`src/rtl/nabp_pkg.sv`:
```
`default_nettype none
// ============================================================================
// Module      : nabp_pkg
// Description : Shared definitions for the NABP projection-line shifter:
//               controller state encoding, parameter defaults and the
//               shift-counter width helper.
// Revision    : 1.0 - initial release
// ============================================================================
package nabp_pkg;

  // Default number of shift cycles per projection line.
  localparam int unsigned IMAGE_SIZE_DEF = 256;

  // Default width of line-buffer sample data.
  localparam int unsigned DATA_WIDTH_DEF = 12;

  // Counter must be able to hold the value IMAGE_SIZE itself.
  function automatic int unsigned cnt_width(input int unsigned n);
    return $clog2(n + 1);
  endfunction

  // Counter width for the default image size.
  localparam int unsigned CNT_W_DEF = $clog2(IMAGE_SIZE_DEF + 1);

  // Line controller states.
  typedef enum logic [2:0] {
    ST_IDLE  = 3'd0,
    ST_KICK  = 3'd1,
    ST_SHIFT = 3'd2,
    ST_DRAIN = 3'd3,
    ST_DONE  = 3'd4
  } nabp_state_e;

endpackage : nabp_pkg
`default_nettype wire

```
`src/rtl/nabp_shifter_if.sv`:
```
`default_nettype none
// ============================================================================
// Module      : nabp_shifter_if
// Description : Bundle of the state-control, mapper and PE-array signals of
//               the projection-line shifter. The master modport is the
//               shifter side; the slave modport is its environment.
// Revision    : 1.0 - initial release
// ============================================================================
interface nabp_shifter_if
  import nabp_pkg::*;
#(
  parameter int unsigned DATA_WIDTH = DATA_WIDTH_DEF
) ();

  // State-control handshake
  logic                  ss_start;
  logic                  ss_busy;
  logic                  ss_done;
  // Mapper handshake
  logic                  sh_kick;
  logic                  sh_ack;
  logic                  sh_shift_enable;
  logic                  sh_done;
  // PE array / line buffer
  logic                  pe_ready;
  logic [DATA_WIDTH-1:0] rm_data;
  logic [DATA_WIDTH-1:0] pe_data;
  logic                  pe_valid;

  modport master (
    input  ss_start,
    output ss_busy,
    output ss_done,
    output sh_kick,
    input  sh_ack,
    output sh_shift_enable,
    output sh_done,
    input  pe_ready,
    input  rm_data,
    output pe_data,
    output pe_valid
  );

  modport slave (
    output ss_start,
    input  ss_busy,
    input  ss_done,
    input  sh_kick,
    output sh_ack,
    input  sh_shift_enable,
    input  sh_done,
    output pe_ready,
    output rm_data,
    input  pe_data,
    input  pe_valid
  );

endinterface : nabp_shifter_if
`default_nettype wire

```
`src/rtl/nabp_shift_reg.sv`:
```
`default_nettype none
// ============================================================================
// Module      : nabp_shift_reg
// Description : PE-array data path. Each shift-enable cycle captures the
//               line-buffer read data; the sample and its valid flag appear
//               on the outputs the following cycle.
// Revision    : 1.0 - initial release
// ============================================================================
module nabp_shift_reg
  import nabp_pkg::*;
#(
  parameter int unsigned DATA_WIDTH = DATA_WIDTH_DEF
) (
  input  wire logic                  clk,
  input  wire logic                  reset,
  input  wire logic                  shift_en_i,
  input  wire logic [DATA_WIDTH-1:0] rm_data_i,
  output logic      [DATA_WIDTH-1:0] pe_data_o,
  output logic                       pe_valid_o
);

  logic [DATA_WIDTH-1:0] pe_data_q;
  logic                  pe_valid_q;

  // Delay the enable by one cycle; capture a sample only on enabled cycles
  // so the last delivered value is held while the array is not fed.
  always_ff @(posedge clk or posedge reset) begin
    if (reset) begin
      pe_data_q  <= '0;
      pe_valid_q <= 1'b0;
    end else begin
      pe_valid_q <= shift_en_i;
      if (shift_en_i) begin
        pe_data_q <= rm_data_i;
      end
    end
  end

  assign pe_data_o  = pe_data_q;
  assign pe_valid_o = pe_valid_q;

endmodule : nabp_shift_reg
`default_nettype wire

```
`src/rtl/nabp_shifter.sv`:
```
`default_nettype none
// ============================================================================
// Module      : nabp_shifter
// Description : Projection-line shifter. On a start request it kicks the
//               mapper, issues IMAGE_SIZE shift enables, waits one cycle for
//               the final line-buffer read, then reports completion.
//               Build option: define NABP_SHIFTER_STALL_EN to let pe_ready
//               throttle the shift enables; otherwise pe_ready is ignored
//               and the shift phase runs IMAGE_SIZE consecutive cycles.
// Revision    : 1.0 - initial release
// ============================================================================
module nabp_shifter
  import nabp_pkg::*;
#(
  parameter int unsigned IMAGE_SIZE = IMAGE_SIZE_DEF,
  parameter int unsigned DATA_WIDTH = DATA_WIDTH_DEF
) (
  input  wire logic      clk,
  input  wire logic      reset,
  nabp_shifter_if.master bus
);

  localparam int unsigned          CNT_W    = cnt_width(IMAGE_SIZE);
  localparam logic [CNT_W-1:0]     LAST_CNT = CNT_W'(IMAGE_SIZE - 1);
  localparam logic [CNT_W-1:0]     CNT_ONE  = CNT_W'(1);

  nabp_state_e      state_q;
  nabp_state_e      state_d;
  logic [CNT_W-1:0] cnt_q;
  logic [CNT_W-1:0] cnt_d;

  logic             busy;
  logic             kick;
  logic             shift_en;
  logic             line_end;
  logic             line_done;
  logic             shift_allowed;

`ifdef NABP_SHIFTER_STALL_EN
  // Back-pressure from the PE array gates every shift step.
  assign shift_allowed = bus.pe_ready;
`else
  // pe_ready has no effect in this build; it is intentionally unused.
  logic unused_pe_ready;
  assign unused_pe_ready = bus.pe_ready;
  assign shift_allowed   = 1'b1;
`endif

  // State and shift-counter registers.
  always_ff @(posedge clk or posedge reset) begin
    if (reset) begin
      state_q <= ST_IDLE;
      cnt_q   <= '0;
    end else begin
      state_q <= state_d;
      cnt_q   <= cnt_d;
    end
  end

  // Next-state and one-hot control outputs; only one of kick / shift /
  // line_end / line_done can be high since each belongs to a single state.
  always_comb begin
    state_d   = state_q;
    cnt_d     = cnt_q;
    busy      = (state_q != ST_IDLE);
    kick      = 1'b0;
    shift_en  = 1'b0;
    line_end  = 1'b0;
    line_done = 1'b0;
    case (state_q)
      ST_IDLE: begin
        if (bus.ss_start) begin
          state_d = ST_KICK;
          cnt_d   = '0;
        end
      end
      ST_KICK: begin
        kick = 1'b1;
        if (bus.sh_ack) begin
          state_d = ST_SHIFT;
        end
      end
      ST_SHIFT: begin
        shift_en = shift_allowed;
        if (shift_allowed) begin
          cnt_d = cnt_q + CNT_ONE;
          // The enable issued this cycle is the last one of the line.
          if (cnt_q == LAST_CNT) begin
            state_d = ST_DRAIN;
          end
        end
      end
      ST_DRAIN: begin
        line_end = 1'b1;
        state_d  = ST_DONE;
      end
      ST_DONE: begin
        line_done = 1'b1;
        state_d   = ST_IDLE;
      end
      default: begin
        state_d = ST_IDLE;
      end
    endcase
  end

  assign bus.ss_busy         = busy;
  assign bus.ss_done         = line_done;
  assign bus.sh_kick         = kick;
  assign bus.sh_shift_enable = shift_en;
  assign bus.sh_done         = line_end;

  nabp_shift_reg #(
    .DATA_WIDTH (DATA_WIDTH)
  ) u_shift_reg (
    .clk        (clk),
    .reset      (reset),
    .shift_en_i (shift_en),
    .rm_data_i  (bus.rm_data),
    .pe_data_o  (bus.pe_data),
    .pe_valid_o (bus.pe_valid)
  );

endmodule : nabp_shifter
`default_nettype wire

```
`src/flat_wrapper.sv`:
```
// flat-port wrapper written by rule: the top's interface ports become plain ports
module nabp_shifter_flat import nabp_pkg::*;
#(
  parameter int unsigned IMAGE_SIZE = IMAGE_SIZE_DEF,
  parameter int unsigned DATA_WIDTH = DATA_WIDTH_DEF
)
  (clk, reset, bus_ss_start, bus_ss_busy, bus_ss_done, bus_sh_kick, bus_sh_ack, bus_sh_shift_enable, bus_sh_done, bus_pe_ready, bus_rm_data, bus_pe_data, bus_pe_valid);
  nabp_shifter_if #(.DATA_WIDTH(DATA_WIDTH)) bus_i ();
  input  wire logic clk;
  input  wire logic reset;
  input wire logic [$bits(bus_i.ss_start)-1:0] bus_ss_start;
  output wire logic [$bits(bus_i.ss_busy)-1:0] bus_ss_busy;
  output wire logic [$bits(bus_i.ss_done)-1:0] bus_ss_done;
  output wire logic [$bits(bus_i.sh_kick)-1:0] bus_sh_kick;
  input wire logic [$bits(bus_i.sh_ack)-1:0] bus_sh_ack;
  output wire logic [$bits(bus_i.sh_shift_enable)-1:0] bus_sh_shift_enable;
  output wire logic [$bits(bus_i.sh_done)-1:0] bus_sh_done;
  input wire logic [$bits(bus_i.pe_ready)-1:0] bus_pe_ready;
  input wire logic [$bits(bus_i.rm_data)-1:0] bus_rm_data;
  output wire logic [$bits(bus_i.pe_data)-1:0] bus_pe_data;
  output wire logic [$bits(bus_i.pe_valid)-1:0] bus_pe_valid;
  assign bus_i.ss_start = bus_ss_start;
  assign bus_ss_busy = bus_i.ss_busy;
  assign bus_ss_done = bus_i.ss_done;
  assign bus_sh_kick = bus_i.sh_kick;
  assign bus_i.sh_ack = bus_sh_ack;
  assign bus_sh_shift_enable = bus_i.sh_shift_enable;
  assign bus_sh_done = bus_i.sh_done;
  assign bus_i.pe_ready = bus_pe_ready;
  assign bus_i.rm_data = bus_rm_data;
  assign bus_pe_data = bus_i.pe_data;
  assign bus_pe_valid = bus_i.pe_valid;
  nabp_shifter #(.IMAGE_SIZE(IMAGE_SIZE), .DATA_WIDTH(DATA_WIDTH)) u_core (.clk(clk), .reset(reset), .bus(bus_i));
endmodule
```
`config.mk`:
```
export PLATFORM = sky130hd
export DESIGN_NAME = nabp_shifter_flat
export DESIGN_NICKNAME = d
export VERILOG_FILES = /design/src/rtl/nabp_pkg.sv /design/src/rtl/nabp_shifter_if.sv /design/src/rtl/nabp_shift_reg.sv /design/src/rtl/nabp_shifter.sv /design/src/flat_wrapper.sv
export SDC_FILE = /design/constraint.sdc
export NUM_CORES = 1
export LEC_CHECK = 0
export BUFFER_PORTS_ARGS = -buffer_cell sky130_fd_sc_hd__buf_2
export CAP_MARGIN = 20
export CORE_MARGIN = 4
export CORE_UTILIZATION = 50
export DETAILED_ROUTE_END_ITERATION = 12
export GPL_ROUTABILITY_DRIVEN = 0
export MAX_ROUTING_LAYER = met4
export PLACE_DENSITY = 0.85
export SYNTH_ARGS = -nofsm -noshare
export SYNTH_HDL_FRONTEND = slang
export SYNTH_HIERARCHICAL = 1
export SYNTH_SLANG_ARGS = --single-unit
```
`constraint.sdc`:
```
create_clock -name clk -period 1.91 [get_ports clk]
set_input_delay 0.191 -clock clk [delete_from_list [all_inputs] [get_ports clk]]
set_output_delay 0.191 -clock clk [all_outputs]
set_load 0.02 [all_outputs]
```
## Yosys cells after proc, flatten, opt, wreduce, memory -nomap -nowiden

Cells that the tools add are included.

- Equality and inequality tests: 8
- Multiplexer cells: 10
- Add/subtract/negate cells: 1
- Reduce and logical (&&, ||, !) cells: 5

Operator list:

| cell | count |
|---|---|
| 9-bit case mux with 2 select lines | 1 |
| 3-bit case mux with 4 select lines | 1 |
| 9-bit by 1-bit adder with 9-bit output (second input constant) | 1 |
| 9-bit by 8-bit equality test with 1-bit output (second input constant) | 1 |
| 3-bit two-way mux | 3 |
| 9-bit two-way mux | 1 |
| 3-bit by 2-bit equality test with 1-bit output (second input constant) | 2 |
| 1-bit two-way mux | 4 |
| 2-bit != test (second input constant) | 2 |
| 3-bit by 1-bit equality test with 1-bit output (second input constant) | 1 |
| 3-bit equality test (second input constant) | 1 |
| 3-bit zero test | 1 |
| 3-bit AND reduction | 1 |
| 3-bit nonzero test | 1 |
| 2-bit by 1-bit != test with 1-bit output (second input constant) | 1 |
| 2-bit AND reduction | 1 |
| 2-bit nonzero test | 1 |

- Bits in registers: 25
- Output and inout bits: 18
- Word-level logic and storage cells: 28
- Bits of input ports: 17

## Depth between registers and ports, before layout

- Word-level depth: 3
- Depth in mapped cells: 6
- Mapped depth without buffers: 6

## Cells and area by module

Netlist, hierarchy kept.

By module, submodules not included:

| module | cells an instance | instances | sequential area each (sq um) | area each (sq um) |
|---|---|---|---|---|
| nabp_shifter | 66 | 1 | 300.3 | 689.4 |
| nabp_shift_reg | 27 | 1 | 325.3 | 513.0 |

## Worst setup path before layout

Ideal clock, no wire load.

- Path kind: reg2reg
- From: reg u_core.state_q[2]
- To: reg u_core.u_shift_reg.pe_data_q[0] (netlist: u_core/u_shift_reg/pe_data_o[0])
- Required time: 1.785 ns
- Arrival: 1.527 ns
- Stages on the path, launching flop included: 5
- Path slack: 0.258 ns
- Period minus slack after synthesis: 1.652 ns
- Setup time: 0.125 ns
- Buffers on the path: 2
- Cell sequence: dfrtp_1 > buf_6 > nor3b_4 > buf_6 > mux2_4

- Longest elaborated chain between the ends: 2

Ends and longest elaborated chain:

| what | line | text |
|---|---|---|
| from (decl) | nabp_shifter.sv:27 | `nabp_state_e state_q;` |
| from (signal assigned) | nabp_shifter.sv:55 | `state_q <= state_d;` |
| 3-bit by 2-bit equality test with 1-bit output | nabp_shifter.sv:70 | `case (state_q)` |
| 1-bit two-way mux | nabp_shifter.sv:70 |  |
| named net bus_sh_shift_enable | flat_wrapper.sv:16 | `output wire logic [$bits(bus_i.sh_shift_enable)-1:0] bus_sh_shift_enable;` |
| to (signal assigned) | nabp_shift_reg.sv:34 | `pe_data_q <= rm_data_i;` |
| to (decl) | nabp_shift_reg.sv:22 | `logic [DATA_WIDTH-1:0] pe_data_q;` |

The timed path passes the listed nets, and every way through them passes these cells.
A chain may end at the register's enable or synchronous reset.

## Worst setup path in the final report

- From: reg u_core.state_q[1]
- To: out bus_sh_shift_enable

- Longest elaborated chain between the ends: 2

Ends and longest elaborated chain:

| what | line |
|---|---|
| 3-bit by 2-bit equality test with 1-bit output | nabp_shifter.sv:70 |
| 1-bit two-way mux | nabp_shifter.sv:70 |
| to (decl) | flat_wrapper.sv:16 |

Every way passes these cells.

==> results.toml <==
[final_layout]
final_area_um2 = 1434
diodes = 0
drive_above_1_share_pct = 42.31
final_nets = 150
areaGrowthSynthToFinish_pct = 19.25

[yosys]
ys.flop_type = "dfrtp_1"
synthesis.nets = 112
synth_seq_area_share_pct = 52.03
synthCells = 93
synth-seq-cells = 25
synthesis.area_um2 = 1202
ys_warn_count = 6
syn_area_per_cell_um2 = 12.93
synth-edff-count = 0
synth.distinct_cells = 29
async_reset_ff_share_pct = 100.0

[sta]
slew_headroom_pct = 53.17
period_share_pct = 90.57
setup_viol = 0
skew_ns = 0.001885
tightest_slew_ns = 0.6951
whs_ns = 0.1098
drv_slew = 0
max_freq_ghz = 0.5781
rsz0062_at_grt = "no"
hold_viol = 0
final.setup.tns_ns = 0
final.min_clock_period_ns = 1.730

[die]
core_area_um2 = 2255
io_pins = 35
chipHeight_um = 57.04
die_width_um = 57.04
row_count = 17
start_util_pct = 53.33
die_area_um2 = 3254

[cts]
cts_buffers = 3
cts_tree = "done"
max-clock-path-buffers = 2
clk_pin_slew_ns = 0.12
h-tree-depth = 1
clock_sinks = 25
clock_latency_ns = 0.30
cts-root-buf = "clkbuf_4"

[placed_design]
dp_hpwl_mm = 1.693
port_buffers = 33
placed_area_um2 = 1394

[pwr]
leakagePower_uw = 0.0007603
vdd_drop_max_mv = 1.045
powerDensity_nw_per_um2 = 1510
total_power_uw = 2165

[hold_path]
min-delay-start = "bus_rm_data[2]"
hold_depth = 2
hold_class = "input pin to flop"

[grt]
grtUsageTotal_pct = 15.58
grt-ovfl-total = 0
antenna_found_initial = 0
grt_pass1_wl_mm = 3.836
grt_max_degree = 21
first_global_vias = 891

[critical_path]
criticalPathCategory = "flop to output pin"
required_ns = 1.72
rr_worst_depth = 6
startpoint_type = "flop"
cp-end-kind = "output pin"
critPathMaxFanout = 20
crit_start = "u_core/state_q[1]"
r2r_start = "u_core/cnt_q[0]"
arrival_ns = 1.54

[route]
vias_per_cell = 5.475
drtPass1Iterations = 4
post_drt_wl_per_cell_um = 14.42
drtIter0Drc = 29
drt_wl_total_mm = 2.279
ant_nets = 0
vias = 865
drc = 0

[outcome]
status = "completed"

[job]
drv_cap = 0
## per-stage QoR
step,utilization (%),setup WS [ns],instances
finish,63.60,0.1802,158
global route,63.60,0.05726,158
CTS,63.43,0.08469,158
detailed placement,61.82,0.3104,153
global placement,61.82,0.3392,153
floorplan,-,0.2579,93
## worst max-delay path, cell delays in order, from the launching register on
cell and delay (ns):
dfrtp_1 0.53, nor3b_4 0.24, buf_6 0.25, buf_2 0.21
## final cells by class
class	count	area (µm²)
sequential	25	625.6
multi-input combinational	59	526.8
inverter	5	18.77
clock buffer	4	26.28
tap	28	35.03
fill	194	820.8
timing repair buffer	37	201.4
## cell usage in the layout, fill, tap and decap left out, types with 3 or more instances in the layout
cell      count
dfrtp_1      25
mux2_2        5
mux2i_1       3
inv_1         5
clkbuf_4      3
buf_2        33
a22o_1        4
nor2_1        3
mux2_4       10
and3_1        4
nand2_1       6
## report_power, final
part / total, µW / internal [µW] / leakage [µW] / switching (µW)
Clock: 220 / 81.5 / 0.0000150 / 138
Sequential: 868 / 718 / 0.000317 / 150
Combinational: 1080 / 526 / 0.000428 / 551
## flip-flops by register name, summed over array words and instances (netlist names)
name	flops
u_core/u_shift_reg/pe_valid_o	1
u_core/state_q	3
u_core/cnt_q	9
u_core/u_shift_reg/pe_data_o	12
## repair_timing
action | 4_1_cts | 5_1_grt
setup buffers | 0 | 0
hold buffers | 1 | 0
hold endpoints to repair | 25 | 0
endpoints found under the setup margin | 0 | 1
resized for setup | 0 | 1
## synth_stat cells (2+ instances only)
cell	number	area [µm²]
nor3b_1	2	15.01
nand4_1	2	12.51
and3_1	4	25.02
ha_1	2	25.02
o21ai_0	2	10.01
a22o_1	4	35.03
and3b_1	2	17.52
mux2_4	10	150.1
nand2_1	6	22.52
nand2b_1	2	12.51
nor2_1	3	11.26
mux2i_1	3	30.03
mux2_2	5	56.30
buf_6	2	22.52
or4b_1	2	20.02
dfrtp_1	25	625.6
inv_1	5	18.77
## kinds of logic after synthesis
| kind of cell | count (synthesis) | synth area share, % |
|---|---|---|
| buffers and inverters | 9 | 4.162 |
| and+or+nand+nor | 29 | 15.61 |
| adders and majority gates | 2 | 2.081 |
| AOI/OAI and AO/OA | 10 | 6.451 |
| DFF | 25 | 52.03 |
| muxes | 18 | 19.67 |
## routing by layer
metal / wire length, µm / global-route usage (%) / share of wire (%) / vias up
met5: 0 / - / 0 / -
met4: 8 / 4.967 / 0.35 / 0
met3: 187 / 3.620 / 8.2 / 2
met2: 1127 / 26.43 / 49 / 34
met1: 956 / 18.27 / 42 / 420
li1: - / - / - / 409
## path summary, 6_finish.rpt
kind / to / slack, ns
max reg2reg: u_core/cnt_q[8] / 0.29
min reg2reg: u_core/cnt_q[7] / 0.51
min in group asynchronous: u_core/cnt_q[3] / 0.44
max: bus_sh_shift_enable / 0.18
min: u_core/u_shift_reg/pe_data_o[2] / 0.11
max in group asynchronous: u_core/u_shift_reg/pe_data_o[6] / 1.15
Power figures use the tool's default switching activity.
